--- config.mk ---
export PLATFORM = sky130hd
export DESIGN_NAME = iobuf_hdx_ctrl
export DESIGN_NICKNAME = d
export VERILOG_FILES = /design/src/rtl/iobuf_hdx_ctrl.sv
export SDC_FILE = /design/constraint.sdc
export NUM_CORES = 1
export LEC_CHECK = 0
export CAP_MARGIN = 40
export CORE_MARGIN = 2
export CORE_UTILIZATION = 50
export CTS_BUF_LIST = sky130_fd_sc_hd__clkbuf_4
export DETAILED_ROUTE_END_ITERATION = 6
export GPL_TIMING_DRIVEN = 0
export PLACE_DENSITY = 0.87
export SETUP_SLACK_MARGIN = 0.2
export SKIP_LAST_GASP = 1
export SLEW_MARGIN = 10
export SYNTH_ARGS = -nofsm -noshare
export SYNTH_HDL_FRONTEND = slang
export SYNTH_SLANG_ARGS = --single-unit
--- constraint.sdc ---
create_clock -name i_clk -period 4.2 [get_ports i_clk]
set_input_delay 0.42 -clock i_clk [delete_from_list [all_inputs] [get_ports i_clk]]
set_output_delay 0.42 -clock i_clk [all_outputs]
set_load 0.005 [all_outputs]
--- src/rtl/iobuf_hdx_ctrl.sv ---
// Half-duplex sequencer for a bank of tri-state pad buffers: turns write/read
// handshakes into pad drive/sample activity with turnaround gaps between directions.
module iobuf_hdx_ctrl #(
    parameter int WIDTH       = 8,
    parameter int TURN_CYCLES = 2
) (
    input  logic             i_clk,
    input  logic             i_rst_n,
    input  logic             i_wr_valid,
    input  logic [WIDTH-1:0] i_wr_data,
    output logic             o_wr_ready,
    input  logic             i_rd_req,
    output logic             o_rd_ready,
    output logic             o_rd_valid,
    output logic [WIDTH-1:0] o_rd_data,
    output logic [WIDTH-1:0] o_pad_i,
    output logic             o_pad_t,
    input  logic [WIDTH-1:0] i_pad_o
);

    typedef enum logic [1:0] {
        ST_RX      = 2'd0,
        ST_TURN_TX = 2'd1,
        ST_TX      = 2'd2,
        ST_TURN_RX = 2'd3
    } state_t;

    localparam logic [7:0] TURN_LOAD = 8'(TURN_CYCLES - 1);

    state_t           r_state, w_state_nxt;
    logic [7:0]       r_cnt, w_cnt_nxt;
    logic             r_pad_t, w_pad_t_nxt;
    logic [WIDTH-1:0] r_pad_i, w_pad_i_nxt;
    logic [WIDTH-1:0] r_rd_data, w_rd_data_nxt;
    logic             r_rd_valid, w_rd_valid_nxt;
    logic             w_wr_ready, w_rd_ready;

    // NOTE: every signal gets a default before the case so no path leaves one unassigned (no latches).
    always_comb begin
        w_state_nxt    = r_state;
        w_cnt_nxt      = r_cnt;
        w_pad_t_nxt    = r_pad_t;
        w_pad_i_nxt    = r_pad_i;
        w_rd_data_nxt  = r_rd_data;
        w_rd_valid_nxt = 1'b0;
        w_wr_ready     = 1'b0;
        w_rd_ready     = 1'b0;

        unique case (r_state)
            ST_RX: begin
                w_rd_ready  = 1'b1;
                w_pad_t_nxt = 1'b1;
                if (i_rd_req) begin
                    w_rd_data_nxt  = i_pad_o;
                    w_rd_valid_nxt = 1'b1;
                end
                if (i_wr_valid) begin
                    w_state_nxt = ST_TURN_TX;
                    w_cnt_nxt   = TURN_LOAD;
                end
            end
            ST_TURN_TX: begin
                if (r_cnt != 8'd0) begin
                    w_cnt_nxt = r_cnt - 8'd1;
                end else begin
                    w_wr_ready = 1'b1;
                    if (i_wr_valid) begin
                        // Enable and first word land on the same edge: no stale data is driven.
                        w_pad_i_nxt = i_wr_data;
                        w_pad_t_nxt = 1'b0;
                        w_state_nxt = ST_TX;
                    end else if (i_rd_req) begin
                        w_state_nxt = ST_RX;
                    end
                end
            end
            ST_TX: begin
                w_wr_ready = 1'b1;
                if (i_wr_valid) begin
                    w_pad_i_nxt = i_wr_data;
                end else if (i_rd_req) begin
                    w_pad_t_nxt = 1'b1;
                    w_cnt_nxt   = TURN_LOAD;
                    w_state_nxt = ST_TURN_RX;
                end
            end
            ST_TURN_RX: begin
                if (r_cnt != 8'd0) begin
                    w_cnt_nxt = r_cnt - 8'd1;
                end else begin
                    w_state_nxt = ST_RX;
                end
            end
            default: w_state_nxt = ST_RX;
        endcase
    end

    // NOTE: sequential state uses non-blocking assignments only; the async reset releases the pads at once.
    always_ff @(posedge i_clk or negedge i_rst_n) begin
        if (!i_rst_n) begin
            r_state    <= ST_RX;
            r_cnt      <= 8'd0;
            r_pad_t    <= 1'b1;
            r_pad_i    <= '0;
            r_rd_data  <= '0;
            r_rd_valid <= 1'b0;
        end else begin
            r_state    <= w_state_nxt;
            r_cnt      <= w_cnt_nxt;
            r_pad_t    <= w_pad_t_nxt;
            r_pad_i    <= w_pad_i_nxt;
            r_rd_data  <= w_rd_data_nxt;
            r_rd_valid <= w_rd_valid_nxt;
        end
    end

    assign o_wr_ready = w_wr_ready;
    assign o_rd_ready = w_rd_ready;
    assign o_rd_valid = r_rd_valid;
    assign o_rd_data  = r_rd_data;
    assign o_pad_i    = r_pad_i;
    assign o_pad_t    = r_pad_t;

endmodule

==> impl_summary.log, run 1 <==
[metrics] cell type with the highest aggregate area in the netlist: dfrtp_1
[metrics] mean instance size in the synthesized netlist: 11.8 µm²
[metrics] simple-gate share of the synthesized area: 0.144
[metrics] Die Wd: 57.4 µm
[metrics] gr busiest metal: met2
[metrics] Compound-Gate Fraction of Synth Area: 0.149
[metrics] Worst VDD drop: 495 µV
[metrics] Period minus WS final: 2890 ps
[metrics] number of diodes added for antenna fixing: 0
[metrics] Via density: 5.76
[metrics] Critical Path Fanout Max: 6
[metrics] number of iterations in the first detailed-routing pass: 4
[metrics] combinational family with the most area after synthesis: multiplexers
[metrics] R2R depth: 6
[metrics] wire length of the first global-routing pass: 5.48 mm
[metrics] fraction of layout cells with a size suffix above 1: 0.230
[metrics] gr usage total: 0.212
[metrics] CTS tree: built
[metrics] flip-flop and latch count after synthesis: 28
[metrics] Critical Path End: o_wr_ready
[metrics] worst setup skew after layout: 5.09 ps
[metrics] CTS Buffer Depth: 2
[metrics] reg-to-reg slack, setup: 2050 ps
[metrics] launching instance or port of the critical path: r_cnt[0]$_DFFE_PN0P_
[metrics] depth of the CTS H-tree: 1
[metrics] share of the synthesized area in the top cell type: 0.475
[metrics] # clock sinks: 28
[metrics] number of violations of the max-capacitance limit: 0
[metrics] WL/cell: 16.5 µm
[metrics] Post-synth top flop: dfrtp_1
[metrics] Worst Setup Slack, final: 1310 ps
[metrics] capture instance of the worst register-to-register path: o_pad_i[0]$_DFFE_PN0P_
[metrics] final total negative setup slack: 0 ps
[metrics] share of synthesized area occupied by flip-flops and latches: 0.493
[metrics] share of cell area taken by muxes after synthesis: 0.152
[metrics] HPWL reported at the end of detailed placement: 2.54 mm
[metrics] via count of the first global-routing pass: 1,213
[metrics] final count of negative-setup-slack endpoints: 0
[metrics] post-CTS clock slew at the launch and capture registers of the worst setup and hold paths: 140 ps
[metrics] residual antenna-violating net count after detailed routing: 0
[metrics] met2 global-route usage: 0.346
[metrics] adder-cell share of the synthesized area: 0.0439
[metrics] Core ar.: 2730 µm²
[metrics] buffers inserted by post-CTS timing repair: 0
[metrics] number of nets in the final layout: 191
[metrics] result of the run: finished, final reports clean
[metrics] highest clock rate: 0.346 GHz
[metrics] leading cell types by count after synthesis: 27 x dfrtp_1, 16 x mux2_2, 12 x o21ai_0, 9 x nand2_1, 7 x inv_1
[metrics] max-slew violation count: 0
[metrics] r2r startpoint: r_cnt[0]$_DFFE_PN0P_
[metrics] cell with the most instances after synthesis: dfrtp_1
[metrics] headroom to the max-slew limit: 0.549
[metrics] Inserted Clock Buffers: 3
[metrics] GR met3 Demand/Resource: 0.0862
[metrics] kind of critical path: register to primary output
[metrics] die span in y: 57.4 µm
[metrics] DRC violation count after routing: 0
[metrics] required time worst endpoint: 3780 ps
[metrics] pre-CTS setup slack: 1700 ps
[metrics] power density of the placed cells: 718 nW/µm²
[metrics] drt first-iter violations: 72
[metrics] Port Buffer Count: 39
[metrics] number of enable-type register cells in the synthesized netlist: 0
[metrics] starting utilization of the core area: 0.521
[metrics] top-level port count: 40
[metrics] count of hold buffers inserted by post-cts repair: 0
[metrics] top post-synthesis cells by area: dfrtp_1 47%, mux2_2 13%, ha_1 4.4%
[metrics] worst slack on hold paths: 491 ps
[metrics] class of the tightest hold or removal check: input pin to async pin
[metrics] master cell of the clock root buffer: clkbuf_4
[metrics] endpoint type of the worst setup path: primary output
[metrics] final worst path period share: 0.687
[metrics] Row Count: 19
[metrics] Syn Nets: 146
[metrics] Area growth syn-to-layout: 33.3%
[metrics] pin count of the biggest net entering global routing: 16
[metrics] post-synth cell types: 36
[metrics] RSZ-0062 raised after global routing: no
[metrics] number of endpoints with negative hold slack in the final report: 0
[metrics] count of yosys warnings during synthesis: 0
[metrics] static leakage: 0.819 nW
[metrics] via count: 1,129
[metrics] Placer Congestion: 0.843
[metrics] total detailed-routing wirelength: 3.23 mm
[metrics] insertion delay to the later sink of the worst-skew pair: 320 ps
[metrics] Die ar.: 3290 µm²
[metrics] total standard cell area after synthesis: 1420 µm²
[metrics] GR met1 Demand/Resource: 0.258
[metrics] Worst-Margin Slew: 675 ps
[metrics] critical path startpoint category: register
[metrics] share of flip-flops with an asynchronous set or reset after synthesis: 1.00
[metrics] cts repair resizes: 0
[metrics] data arrival time of the worst path: 2470 ps
[metrics] Overflow after GRT: 0
[metrics] post-layout total power: 1.36 mW
[metrics] Synth Area in XOR/XNOR: 0
[metrics] number of antenna violations at the first check in global routing: 0
[metrics] synthesized netlist cell count: 121
==> layout by cell type, fill, tap and decap left out, types with 2 or more instances in the layout <==
cell | Yosys | layout
nand2_1 | 9 | 9
clkbuf_4 | 0 | 4
inv_1 | 7 | 7
o21ai_0 | 12 | 12
and2b_2 | 2 | 2
mux2_2 | 16 | 16
clkdlybuf4s50_1 | 0 | 39
nor2_1 | 5 | 5
o41ai_1 | 2 | 2
nand3_1 | 2 | 2
or2_2 | 2 | 2
a21oi_1 | 6 | 6
ha_1 | 5 | 5
nor3_1 | 3 | 3
dfrtp_1 | 27 | 27
==> routing by layer <==
layer	wire, µm	vias to the layer above
met5	0	-
met4	48	0
met3	294	6
met2	1600	42
met1	1290	557
li1	-	524
==> flip-flops by register name, summed over array words and instances, names as in the netlist, named ones only <==
signal      count
o_pad_t         1
o_rd_valid      1
o_rd_data       8
o_pad_i         8
r_cnt           8
r_state         1
==> power breakdown <==
group | switching, mW | total [mW] | internal (mW)
Clock | 0.0740 | 0.118 | 0.0436
Sequential | 0.0906 | 0.479 | 0.388
Combinational | 0.333 | 0.767 | 0.434
Total | 0.498 | 1.36 | 0.866
==> cell type report <==
cell class | instances | area, µm²
sequential | 28 | 702
tap | 31 | 38.8
timing repair buffer | 40 | 405
inverter | 7 | 26.3
fill | 195 | 836
multi-input combinational | 86 | 696
clock buffer | 4 | 30.0
==> kinds of logic (layout without fill, tap and decap cells) <==
| kind of cell | Yosys count | count (layout) |
|---|---|---|
| flops | 28 | 28 |
| fa+ha+maj | 5 | 5 |
| compound gates | 30 | 30 |
| simple gates | 32 | 32 |
| mux | 19 | 19 |
| buf+inv | 7 | 51 |
==> how the worst min path moves through the flow <==
stage / endpoint / from / cells past startpoint
detailed placement: o_pad_i[7]$_DFFE_PN0P_ / o_pad_i[7]$_DFFE_PN0P_ / 1
CTS: r_cnt[2]$_DFFE_PN0P_ / i_rst_n / 1
floorplan: async pin / i_rst_n / 0
global placement: o_pad_i[7]$_DFFE_PN0P_ / o_pad_i[7]$_DFFE_PN0P_ / 1
finish: r_cnt[2]$_DFFE_PN0P_ / i_rst_n / 1
global route: r_cnt[6]$_DFFE_PN0P_ / i_rst_n / 1
==> worst max-delay path, stage by stage, from the launching register on <==
cell and delay [ps]:
dfrtp_1 440, inv_1 70, ha_1 210, nor3b_2 400
nand3_1 230, a21boi_0 250, clkdlybuf4s50_1 550
==> stage by stage <==
| stage | utilization | std cells | instance area, µm² |
|---|---|---|---|
| 5_1_grt | 0.694 | 196 | 1900 |
| 3_5_place_dp | 0.683 | 192 | 1870 |
| 3_3_place_gp | 0.678 | 191 | 1850 |
| 2_1_floorplan | - | 121 | 1420 |
| 6_report | 0.694 | 196 | 1900 |
| 4_1_cts | 0.694 | 196 | 1900 |
(Power assumes the default switching activity.)
==> inputs of run 2 (changes only) <==
CORE_UTILIZATION = 49   (was 50)
PLACE_DENSITY = 0.86   (was 0.87)
clock period = 2.8 ns   (was 4.2 ns; I/O delays follow)
==> run 2 against run 1 <==
Total power increased by 51%. Clock skew shrank 2.7 ps. Cell area grew 1.6%. Cell count grew 0.51%. Highest routed layer unchanged.
==> impl_summary.log, run 2 (synthesized netlist as in run 1, its figures left out) <==
[metrics] result of the run: finished, final reports clean
[metrics] WL/cell: 15.8 µm (-4.2%)
[metrics] highest clock rate: 0.403 GHz
[metrics] class of the tightest hold or removal check: input pin to async pin
[metrics] max-slew violation count: 0 (unchanged)
[metrics] via count: 1,114 (-1.3%)
[metrics] final total negative setup slack: 0 ps (unchanged)
[metrics] number of nets in the final layout: 192 (+0.52%)
[metrics] layout filler cell count: 200 (+2.6%)
[metrics] insertion delay to the later sink of the worst-skew pair: 330 ps (about the same)
[metrics] Area growth syn-to-layout: 35.4%
[metrics] critical path startpoint category: register
[metrics] Critical Path Fanout Max: 7 (+1)
[metrics] kind of critical path: register to primary output
[metrics] placed cell count: 192 (unchanged)
[metrics] power density of the placed cells: 1070 nW/µm² (+49%)
[metrics] share of the core filled with cells: 0.699 (+0.00490)
[metrics] final design area excluding fillers: 1930 µm² (+1.6%)
[metrics] depth of the CTS H-tree: 1 (unchanged)
[metrics] number of diodes added for antenna fixing: 0 (unchanged)
[metrics] cell area reported after detailed placement: 1880 µm² (+0.67%)
[metrics] starting utilization of the core area: 0.516 (-0.00449)
[metrics] CTS Buffer Depth: 2 (unchanged)
[metrics] Clock Power Share: 0.081 (-0.005)
[metrics] Int Pwr: 1.31 mW (+51%)
[metrics] required time worst endpoint: 2520 ps (-1260 ps)
[metrics] most frequent cells in the layout: 39 x clkdlybuf4s50_1, 27 x dfrtp_1, 16 x mux2_2, 12 x o21ai_0, 9 x nand2_1
[metrics] data arrival time of the worst path: 2200 ps (-270 ps)
[metrics] Worst-Margin Slew: 718 ps (+42.7 ps)
[metrics] Row Count: 19 (unchanged)
[metrics] CTS tree: built
[metrics] total net switching power: 0.754 mW (+52%)
[metrics] number of violations of the max-capacitance limit: 0 (unchanged)
[metrics] RSZ-0062 raised after global routing: no
[metrics] fraction of layout cells with a size suffix above 1: 0.241 (+0.0107)
[metrics] post-CTS clock slew at the launch and capture registers of the worst setup and hold paths: 140 ps (about the same)
[metrics] Core ar.: 2760 µm² (+0.87%)
[metrics] launching instance or port of the critical path: r_cnt[4]$_DFFE_PN0P_
[metrics] most common cell after layout, fill and taps aside: clkdlybuf4s50_1
[metrics] number of iterations in the first detailed-routing pass: 4 (unchanged)
[metrics] DRC violation count after routing: 0 (unchanged)
[metrics] master cell of the clock root buffer: clkbuf_4
[metrics] power share of the sequential group: 0.351 (about the same)
[metrics] Overflow after GRT: 0 (unchanged)
[metrics] via count of the first global-routing pass: 1,198 (-1.2%)
[metrics] Placer Congestion: 0.764 (-9.4%)
[metrics] residual antenna-violating net count after detailed routing: 0 (unchanged)
[metrics] Die Wd: 57.9 µm (+0.94%)
[metrics] number of endpoints with negative hold slack in the final report: 0 (unchanged)
[metrics] pin count of the biggest net entering global routing: 17 (+1)
[metrics] switching power as a share of total power: 0.366 (+0.000907)
[metrics] gr usage total: 0.211 (-0.000556)
[metrics] HPWL reported at the end of detailed placement: 2.37 mm (-6.6%)
[metrics] static leakage: 0.825 nW (+0.76%)
[metrics] number of antenna violations at the first check in global routing: 0 (unchanged)
[metrics] Via density: 5.65 (-1.8%)
[metrics] total detailed-routing wirelength: 3.11 mm (-3.7%)
[metrics] # clock sinks: 28 (unchanged)
[metrics] final count of negative-setup-slack endpoints: 0 (unchanged)
[metrics] final worst path period share: 0.886
[metrics] endpoint type of the worst setup path: primary output
[metrics] top-level port count: 40 (unchanged)
[metrics] Die ar.: 3350 µm² (+1.9%)
[metrics] post-layout total power: 2.06 mW (+51%)
[metrics] die span in y: 57.9 µm (+0.94%)
[metrics] Period minus WS final: 2480 ps
[metrics] Port Buffer Count: 39 (unchanged)
[metrics] worst setup skew after layout: 2.41 ps (-2.68 ps)
[metrics] Non-Filler Instances: 197 (+0.51%)
[metrics] drt first-iter violations: 89 (+24%)
[metrics] wire length of the first global-routing pass: 5.45 mm (-0.49%)
[metrics] headroom to the max-slew limit: 0.520 (-0.0285)
[metrics] r2r startpoint: r_cnt[0]$_DFFE_PN0P_
[metrics] fraction of power consumed by combinational cells: 0.568 (+0.006)
[metrics] Inserted Clock Buffers: 3 (unchanged)
[metrics] Worst VDD drop: 737 µV (+49%)
[run 2: worst max-delay path, cell delays in order (launching register included)]
cell and delay [ps]:
dfrtp_1 490, nor4_4 440, nand3_2 190, a21boi_0 210
clkdlybuf4s50_1 540
[run 2: path summary, 6_finish.rpt]
check                      slack (ps)                      to  depth (start not counted)
max                               320              o_wr_ready                          4
min                               360    r_cnt[7]$_DFFE_PN0P_                          1
max reg2reg                       800    r_cnt[0]$_DFFE_PN0P_                          7
min reg2reg                       520  o_pad_i[7]$_DFFE_PN0P_                          1
max in group asynchronous        1840     o_pad_t$_DFFE_PN1P_                          2
min in group i_clk                520  o_pad_i[7]$_DFFE_PN0P_                          1
[run 2: layout make-up]
type / count / area (µm²) / area share
clock buffer: 3 / 22.5 / 0.0117
tap: 31 / 38.8 / 0.0201
multi-input combinational: 86 / 709 / 0.368
sequential: 28 / 702 / 0.364
inverter: 7 / 26.3 / 0.0136
timing repair buffer: 41 / 425 / 0.221
clock inverter: 1 / 3.75 / 0.00195
[run 2: timing repair]
action	4_1_cts	5_1_grt
buffers inserted	1	0
hold buffers	0	0
resized for setup	1	2
setup endpoints to repair	1	1
[run 2: power by group through the flow]
stage	Clock (mW)	Combinational, mW	Sequential [mW]
after CTS	0.176	1.17	0.724
after floorplan	0	0.665	0.715
after detailed placement	0	1.14	0.728
final	0.167	1.17	0.724
after global routing	0.191	1.28	0.747
after global placement	0	1.09	0.710
[run 2: layer usage]
metal / GRT usage / routed length [µm] / up-vias
li1: - / - / 526
met1: 0.258 / 1290 / 536
met2: 0.344 / 1480 / 47
met3: 0.0692 / 282 / 5
met4: 0.0864 / 49 / 0
met5: 0 / 0 / -
[run 2: metrics by stage]
| step | worst slack (ps) | hold slack, ps |
|---|---|---|
| floorplan | 958 | -15.6 |
| global placement | 509 | 471 |
| detailed placement | 401 | 484 |
| CTS | 209 | 361 |
| global route | 209 | 381 |
| finish | 319 | 358 |
